$ cat src/rtl/axi_tb_pkg.sv
`default_nettype none
// ============================================================================
// Module   : axi_tb_pkg
// Purpose  : Shared AXI constants and the copy-master FSM state encoding used
//            by the testbench-side AXI initiators.
// Contents : AXI_BURST_INCR, AXI_RESP_OKAY, AXI_RESP_SLVERR, copy_state_e,
//            axi_size_of() helper.
// Revision : 1.0 - initial release
// ============================================================================
package axi_tb_pkg;

    localparam logic [1:0] AXI_BURST_INCR  = 2'b01;
    localparam logic [1:0] AXI_RESP_OKAY   = 2'b00;
    localparam logic [1:0] AXI_RESP_SLVERR = 2'b10;

    // A burst may not cross a 4 KiB page.
    localparam int unsigned AXI_PAGE_BYTES = 4096;

    typedef enum logic [2:0] {
        ST_IDLE = 3'd0,
        ST_CHK  = 3'd1,
        ST_AR   = 3'd2,
        ST_R    = 3'd3,
        ST_AW   = 3'd4,
        ST_W    = 3'd5,
        ST_B    = 3'd6,
        ST_DONE = 3'd7
    } copy_state_e;

    // AxSIZE encoding for a full-width beat of data_wth bits.
    function automatic logic [2:0] axi_size_of(input int unsigned data_wth);
        return 3'($clog2(data_wth / 8));
    endfunction

endpackage
`default_nettype wire

$ cat src/rtl/tb_beat_buf.sv
`default_nettype none
// ============================================================================
// Module   : tb_beat_buf
// Purpose  : Beat buffer for the copy master. Simple dual-port register array
//            with synchronous write and combinational read.
// Ports    : clk_i           - clock
//            we_i            - write enable (one beat per cycle)
//            waddr_i/wdata_i - write address / data
//            raddr_i         - read address
//            rdata_o         - read data (combinational from raddr_i)
// Revision : 1.0 - initial release
// ============================================================================
module tb_beat_buf #(
    parameter int unsigned DEPTH  = 16,
    parameter int unsigned WIDTH  = 256,
    parameter int unsigned ADDR_W = 4
) (
    input  logic              clk_i,
    input  logic              we_i,
    input  logic [ADDR_W-1:0] waddr_i,
    input  logic [WIDTH-1:0]  wdata_i,
    input  logic [ADDR_W-1:0] raddr_i,
    output logic [WIDTH-1:0]  rdata_o
);

    // Storage carries no reset: contents are always written by the read phase
    // before the write phase consumes them.
    logic [WIDTH-1:0] mem_q [DEPTH];

    always_ff @(posedge clk_i) begin
        if (we_i) begin
            mem_q[waddr_i] <= wdata_i;
        end
    end

    assign rdata_o = mem_q[raddr_i];

endmodule
`default_nettype wire

$ cat src/rtl/axi_copy_master.sv
`default_nettype none
// ============================================================================
// Module   : axi_copy_master
// Purpose  : AXI4 initiator that copies one INCR burst from a source address
//            to a destination address: reads the burst into a local beat
//            buffer, then writes the buffer back out as a single burst.
// Ports    : clk_i, rst_i (async, active-low)
//            cmd_valid/cmd_ready, cmd_src, cmd_dst, cmd_len - copy command
//            done (1-cycle pulse), err (valid with done)     - completion
//            AW/W/B/AR/R                                     - AXI4 master
// Revision : 1.0 - initial release
// ============================================================================
module axi_copy_master
    import axi_tb_pkg::*;
#(
    parameter int unsigned ADDR_WTH  = 32,
    parameter int unsigned DATA_WTH  = 256,
    parameter int unsigned ID_WIDTH  = 4,
    parameter int unsigned BUF_DEPTH = 16,
    parameter int unsigned AXI_ID    = 0
) (
    input  logic                  clk_i,
    input  logic                  rst_i,
    // copy command
    input  logic                  cmd_valid,
    output logic                  cmd_ready,
    input  logic [ADDR_WTH-1:0]   cmd_src,
    input  logic [ADDR_WTH-1:0]   cmd_dst,
    input  logic [7:0]            cmd_len,
    output logic                  done,
    output logic                  err,
    // AW
    output logic [ADDR_WTH-1:0]   awaddr,
    output logic [1:0]            awburst,
    output logic [3:0]            awcache,
    output logic [7:0]            awlen,
    output logic [ID_WIDTH-1:0]   awid,
    output logic                  awlock,
    output logic [2:0]            awprot,
    output logic [3:0]            awqos,
    output logic [3:0]            awregion,
    output logic [2:0]            awsize,
    output logic                  awvalid,
    input  logic                  awready,
    // W
    output logic [DATA_WTH-1:0]   wdata,
    output logic                  wlast,
    output logic [DATA_WTH/8-1:0] wstrb,
    output logic                  wvalid,
    input  logic                  wready,
    // B
    input  logic [1:0]            bresp,
    input  logic [ID_WIDTH-1:0]   bid,
    input  logic                  bvalid,
    output logic                  bready,
    // AR
    output logic [ADDR_WTH-1:0]   araddr,
    output logic [1:0]            arburst,
    output logic [3:0]            arcache,
    output logic [7:0]            arlen,
    output logic [ID_WIDTH-1:0]   arid,
    output logic                  arlock,
    output logic [2:0]            arprot,
    output logic [3:0]            arqos,
    output logic [3:0]            arregion,
    output logic [2:0]            arsize,
    output logic                  arvalid,
    input  logic                  arready,
    // R
    input  logic [DATA_WTH-1:0]   rdata,
    input  logic                  rlast,
    input  logic [1:0]            rresp,
    input  logic [ID_WIDTH-1:0]   rid,
    input  logic                  rvalid,
    output logic                  rready
);

    localparam int unsigned   c_beat_bytes = DATA_WTH / 8;
    localparam int unsigned   c_buf_aw     = (BUF_DEPTH > 1) ? $clog2(BUF_DEPTH) : 1;
    localparam logic [2:0]    c_axsize     = axi_size_of(DATA_WTH);
    localparam logic [ADDR_WTH-1:0] c_addr_mask = ~(ADDR_WTH'(c_beat_bytes - 1));
    localparam logic [31:0]   c_max_len    = 32'(BUF_DEPTH - 1);
    localparam logic [31:0]   c_page_bytes = 32'(AXI_PAGE_BYTES);

    // ------------------------------------------------------------------
    // State and datapath registers
    // ------------------------------------------------------------------
    copy_state_e           state_q, state_d;
    logic [ADDR_WTH-1:0]   src_q, src_d;
    logic [ADDR_WTH-1:0]   dst_q, dst_d;
    logic [7:0]            len_q, len_d;
    logic [7:0]            rcnt_q, rcnt_d;
    logic [7:0]            wcnt_q, wcnt_d;
    logic                  err_q, err_d;

    logic [31:0]           w_burst_bytes;
    logic [31:0]           w_src_end;
    logic [31:0]           w_dst_end;
    logic                  w_reject;
    logic                  w_r_hs;
    logic                  w_w_hs;
    logic                  w_r_last_beat;
    logic                  w_w_last_beat;
    logic [DATA_WTH-1:0]   w_buf_rdata;
    logic                  w_unused_ids;

    // IDs are not checked: only one transaction is ever outstanding.
    assign w_unused_ids = ^{bid, rid};

    // Page-crossing check works on the page offset; ending exactly on the
    // page boundary (end == 4096) is legal.
    assign w_burst_bytes = (32'(len_q) + 32'd1) * 32'(c_beat_bytes);
    assign w_src_end     = 32'(src_q[11:0]) + w_burst_bytes;
    assign w_dst_end     = 32'(dst_q[11:0]) + w_burst_bytes;
    assign w_reject      = (32'(len_q) > c_max_len)
                         | (w_src_end > c_page_bytes)
                         | (w_dst_end > c_page_bytes);

    assign w_r_hs        = (state_q == ST_R) & rvalid;
    assign w_w_hs        = (state_q == ST_W) & wready;
    assign w_r_last_beat = (rcnt_q == len_q);
    assign w_w_last_beat = (wcnt_q == len_q);

    // ------------------------------------------------------------------
    // FSM: state register
    // ------------------------------------------------------------------
    always_ff @(posedge clk_i or negedge rst_i) begin
        if (!rst_i) begin
            state_q <= ST_IDLE;
        end else begin
            state_q <= state_d;
        end
    end

    // ------------------------------------------------------------------
    // FSM: next-state logic
    // ------------------------------------------------------------------
    always_comb begin
        state_d = state_q;
        case (state_q)
            ST_IDLE: if (cmd_valid)              state_d = ST_CHK;
            ST_CHK:  state_d = w_reject ? ST_DONE : ST_AR;
            ST_AR:   if (arready)                state_d = ST_R;
            ST_R:    if (rvalid && w_r_last_beat) state_d = ST_AW;
            ST_AW:   if (awready)                state_d = ST_W;
            ST_W:    if (wready && w_w_last_beat) state_d = ST_B;
            ST_B:    if (bvalid)                 state_d = ST_DONE;
            ST_DONE: state_d = ST_IDLE;
            default: state_d = ST_IDLE;
        endcase
    end

    // ------------------------------------------------------------------
    // FSM: outputs (all handshake outputs are pure functions of state, so
    // an asynchronous reset drops them in the same instant)
    // ------------------------------------------------------------------
    always_comb begin
        cmd_ready = 1'b0;
        arvalid   = 1'b0;
        rready    = 1'b0;
        awvalid   = 1'b0;
        wvalid    = 1'b0;
        bready    = 1'b0;
        done      = 1'b0;
        err       = 1'b0;
        case (state_q)
            ST_IDLE: cmd_ready = 1'b1;
            ST_AR:   arvalid   = 1'b1;
            ST_R:    rready    = 1'b1;
            ST_AW:   awvalid   = 1'b1;
            ST_W:    wvalid    = 1'b1;
            ST_B:    bready    = 1'b1;
            ST_DONE: begin
                done = 1'b1;
                err  = err_q;
            end
            default: cmd_ready = 1'b0;
        endcase
    end

    // ------------------------------------------------------------------
    // Datapath registers: command fields, beat counters, sticky error
    // ------------------------------------------------------------------
    always_ff @(posedge clk_i or negedge rst_i) begin
        if (!rst_i) begin
            src_q  <= '0;
            dst_q  <= '0;
            len_q  <= '0;
            rcnt_q <= '0;
            wcnt_q <= '0;
            err_q  <= 1'b0;
        end else begin
            src_q  <= src_d;
            dst_q  <= dst_d;
            len_q  <= len_d;
            rcnt_q <= rcnt_d;
            wcnt_q <= wcnt_d;
            err_q  <= err_d;
        end
    end

    always_comb begin
        src_d  = src_q;
        dst_d  = dst_q;
        len_d  = len_q;
        rcnt_d = rcnt_q;
        wcnt_d = wcnt_q;
        err_d  = err_q;
        case (state_q)
            ST_IDLE: begin
                if (cmd_valid) begin
                    // Addresses are aligned to the beat size on capture.
                    src_d  = cmd_src & c_addr_mask;
                    dst_d  = cmd_dst & c_addr_mask;
                    len_d  = cmd_len;
                    rcnt_d = '0;
                    wcnt_d = '0;
                    err_d  = 1'b0;
                end
            end
            ST_CHK: err_d = w_reject;
            ST_R: begin
                if (rvalid) begin
                    rcnt_d = rcnt_q + 8'd1;
                    // A slave error or an rlast that disagrees with the
                    // requested length both poison the copy status.
                    err_d  = err_q | (rresp != AXI_RESP_OKAY)
                                   | (rlast != w_r_last_beat);
                end
            end
            ST_W: begin
                if (wready) begin
                    wcnt_d = wcnt_q + 8'd1;
                end
            end
            ST_B: begin
                if (bvalid) begin
                    err_d = err_q | (bresp != AXI_RESP_OKAY);
                end
            end
            default: err_d = err_q;
        endcase
    end

    // ------------------------------------------------------------------
    // Beat buffer
    // ------------------------------------------------------------------
    tb_beat_buf #(
        .DEPTH  (BUF_DEPTH),
        .WIDTH  (DATA_WTH),
        .ADDR_W (c_buf_aw)
    ) u_buf (
        .clk_i   (clk_i),
        .we_i    (w_r_hs),
        .waddr_i (c_buf_aw'(rcnt_q)),
        .wdata_i (rdata),
        .raddr_i (c_buf_aw'(wcnt_q)),
        .rdata_o (w_buf_rdata)
    );

    // ------------------------------------------------------------------
    // AXI address/data channels
    // ------------------------------------------------------------------
    assign araddr   = src_q;
    assign arlen    = len_q;
    assign arsize   = c_axsize;
    assign arburst  = AXI_BURST_INCR;
    assign arid     = ID_WIDTH'(AXI_ID);
    assign arcache  = 4'd0;
    assign arlock   = 1'b0;
    assign arprot   = 3'd0;
    assign arqos    = 4'd0;
    assign arregion = 4'd0;

    assign awaddr   = dst_q;
    assign awlen    = len_q;
    assign awsize   = c_axsize;
    assign awburst  = AXI_BURST_INCR;
    assign awid     = ID_WIDTH'(AXI_ID);
    assign awcache  = 4'd0;
    assign awlock   = 1'b0;
    assign awprot   = 3'd0;
    assign awqos    = 4'd0;
    assign awregion = 4'd0;

    assign wdata    = w_buf_rdata;
    assign wstrb    = '1;
    assign wlast    = w_w_last_beat;

endmodule
`default_nettype wire

$ cat config.mk
export PLATFORM = sky130hd
export DESIGN_NAME = axi_copy_master
export DESIGN_NICKNAME = d
export VERILOG_FILES = /design/src/rtl/axi_tb_pkg.sv /design/src/rtl/tb_beat_buf.sv /design/src/rtl/axi_copy_master.sv
export SDC_FILE = /design/constraint.sdc
export NUM_CORES = 2
export LEC_CHECK = 0
export ABC_CLOCK_PERIOD_IN_PS = 19100
export CAP_MARGIN = 20
export CORE_MARGIN = 5
export CORE_UTILIZATION = 54
export DETAILED_ROUTE_END_ITERATION = 8
export PLACE_DENSITY = 0.82
export SETUP_SLACK_MARGIN = 0.2
export SLEW_MARGIN = 20
export SYNTH_ARGS = -nofsm -noshare
export SYNTH_HDL_FRONTEND = slang
export SYNTH_HIERARCHICAL = 1
export SYNTH_SLANG_ARGS = --single-unit
$ cat constraint.sdc
create_clock -name clk_i -period 19.1 [get_ports clk_i]
set_input_delay 4.775 -clock clk_i [delete_from_list [all_inputs] [get_ports clk_i]]
set_output_delay 4.775 -clock clk_i [all_outputs]
set_load 0.03 [all_outputs]
==> results.json <==
{
  "finalHoldViolations": 0,
  "grt_pass1_vias": 81600,
  "fin_crit_ns": 11.03,
  "htree_levels": 5,
  "gp_congestion": 0.784,
  "synth-main-ff-cell": "edfxtp_1",
  "final_cells": 12000,
  "synth.top_cell.area_share_pct": 77.5,
  "antenna_found_initial": 94,
  "cts-root-buf": "clkbuf_16",
  "path_class": "reg2out",
  "die_w_um": 552,
  "async_flop_share_pct": 1.96,
  "drt-pass1-iter-count": 8,
  "yosys.cell_types.count": 56,
  "power.density_nw_per_um2": 139,
  "fin_skew_ns": 0.0500,
  "yosys.area.top_type": "edfxtp_1",
  "place_inst": 11200,
  "finalWirelength_um": 399000,
  "nNetsFinal": 8079,
  "initial_core_util_pct": 54.1,
  "leakage_nw": 56.3,
  "drive_above_1_share_pct": 23.3,
  "post_cts_resized": 0,
  "grt_start_max_net_pins": 137,
  "drc": 0,
  "yosysMostFrequentCell": "edfxtp_1",
  "syn_area_um2": 159000,
  "ir_drop_mv": 0.120,
  "clk_pin_slew_ns": 0.06,
  "ys_top_cells_by_area": "edfxtp_1 78%, mux4_2 14%, a22oi_1 2.1%",
  "ys_warn_count": 6,
  "num_vias": 78500,
  "grt_use_total_pct": 25.9,
  "worst_pin_slew_ns": 1.15,
  "io_pins": 776,
  "relSlewSlack_pct": 23.5,
  "end_kind": "output port",
  "fmax_mhz": 90.7,
  "die_y_um": 552,
  "ys_ff_latch": 4178,
  "drv_slew": 0,
  "max-clock-path-buffers": 4,
  "drtAntennaViolNets": 0,
  "num_rows": 199,
  "required_ns": 14.32,
  "port_buffers": 665,
  "synth_edf_count": 4096,
  "start_kind": "flip-flop",
  "grt_pass1_wl_um": 579000,
  "overflow": 0,
  "p_total_mw": 25.4,
  "drt_iter0_drc": 11100,
  "cts_buffers": 399,
  "setup_viol": 0,
  "rsz0062_at_grt": "false",
  "holdBufCountCts": 0,
  "synth.avg_cell_area_um2": 23.1,
  "wire_per_inst_um": 33.2,
  "core_area_um2": 293000,
  "vias_per_cell": 6.54,
  "synth_cells": 6881,
  "fin_setup_tns_ns": 0,
  "area_growth_pct": 15.0,
  "post-cts-setup-buffers": 0,
  "fin_util_pct": 62.2,
  "worstPathArrival_ns": 6.26,
  "tritoncts": "done",
  "status": "finished, final reports clean",
  "hpwl_um": 195000,
  "synth_commonest_cells": "4096 x edfxtp_1, 968 x mux4_2, 450 x a22oi_1, 219 x nand2_1, 189 x buf_4",
  "cp_max_fo": 113,
  "drv_cap": 0,
  "ys_seq_area_share_pct": 78.8,
  "period_share_pct": 57.8,
  "clock-sinks": 4178,
  "insertion_delay_ns": 0.95,
  "hold_path.class": "reg2reg",
  "dieArea_um2": 305000
}
## final timing paths
check	startpoint	to	slack [ns]	cells after the start
worst max-delay path	wcnt_q[1]	wdata[95]	8.07	8
worst min-delay path	araddr[21]	araddr[21]	0.50	1
worst max register to register	state_q[0]	u_buf/mem_q[2][106]	13.19	9
worst min register to register	araddr[21]	araddr[21]	0.50	1
max in group asynchronous	rst_i	wcnt_q[1]	14.63	1
min in group asynchronous	rst_i	awaddr[21]	3.87	1
## worst max-delay path: stages, from the launching register on
cell,delay (ns)
dfrtp_4,0.58
buf_4,0.53
buf_12,0.58
buf_4,0.89
buf_4,0.81
mux4_2,0.41
a22oi_1,0.24
nand2_1,0.24
clkdlybuf4s50_1,0.67
## final cells by class
type                            count  area, um2
Clock inverter                    244       2490
Fill cell                       18500     111000
Timing Repair Buffer              803       8010
Inverter                            8       30.0
Clock buffer                      484      10300
Sequential cell                  4178     125000
Tap cell                         3919       4900
Multi-Input combinational cell   2314      31500
Antenna cell                       61        153
## metrics by stage
step | hold WS (ns) | setup WS, ns | cell area, um2
finish | 0.503 | 8.07 | 182000
global route | 0.520 | 7.81 | 182000
CTS | 0.508 | 8.11 | 182000
detailed placement | 0.494 | 9.19 | 169000
global placement | 0.487 | 9.20 | 169000
floorplan | 0.469 | 2.18 | 159000
## per-layer routing
metal  wire length, um  vias to the layer above  global-route usage [%]  share of wire, %
li1                  -                    30800                       -                 -
met1            137000                    41000                    34.1                34
met2            199000                     5758                    42.0                50
met3             47700                      883                    6.92                12
met4             15500                       56                    9.58               3.9
met5               368                        -                       0             0.092
## power breakdown
group | leakage [nW] | total, mW | switching (mW) | internal (mW)
Clock | 6.22 | 7.79 | 3.44 | 4.36
Combinational | 12.3 | 7.15 | 4.04 | 3.12
Sequential | 37.8 | 10.5 | 0.169 | 10.3
## logic make-up (layout without fill, tap and decap cells)
family / count (synthesis) / after routing / synth area share [%]
buffers and inverters: 479 / 1539 / 1.70
muxes: 1173 / 1173 / 15.2
other: 2 / 153 / 0.00473
xor gates and xnor gates: 37 / 37 / 0.204
DFF: 4178 / 4178 / 78.8
and+or+nand+nor: 389 / 389 / 1.13
adders and majority gates: 26 / 26 / 0.214
AOI/OAI and AO/OA: 597 / 597 / 2.78
## placed cells by master (no fill, tap or decap), types with 24 or more instances in the layout
| master | n |
|---|---|
| a22oi_1 | 450 |
| mux4_2 | 968 |
| clkbuf_1 | 83 |
| o21ai_0 | 47 |
| buf_4 | 111 |
| o221ai_1 | 33 |
| diode_2 | 61 |
| clkinv_2 | 68 |
| mux2_2 | 168 |
| mux2i_1 | 37 |
| clkdlybuf4s50_1 | 664 |
| conb_1 | 92 |
| nand2_1 | 219 |
| bufinv_16 | 35 |
| a221oi_1 | 24 |
| nand2b_1 | 30 |
| edfxtp_1 | 4096 |
| nor2b_1 | 39 |
| dfrtp_1 | 78 |
| clkinv_1 | 92 |
| ha_1 | 24 |
| clkbuf_16 | 401 |
## registers in the layout (all words and copies together) (netlist names)
signal	flops
u_buf/mem_q	4096
araddr	27
awaddr	27
arlen	8
rcnt_q	8
wcnt_q	8
state_q	3
err_q	1
No activity file was read; power rests on OpenSTA's default activity.
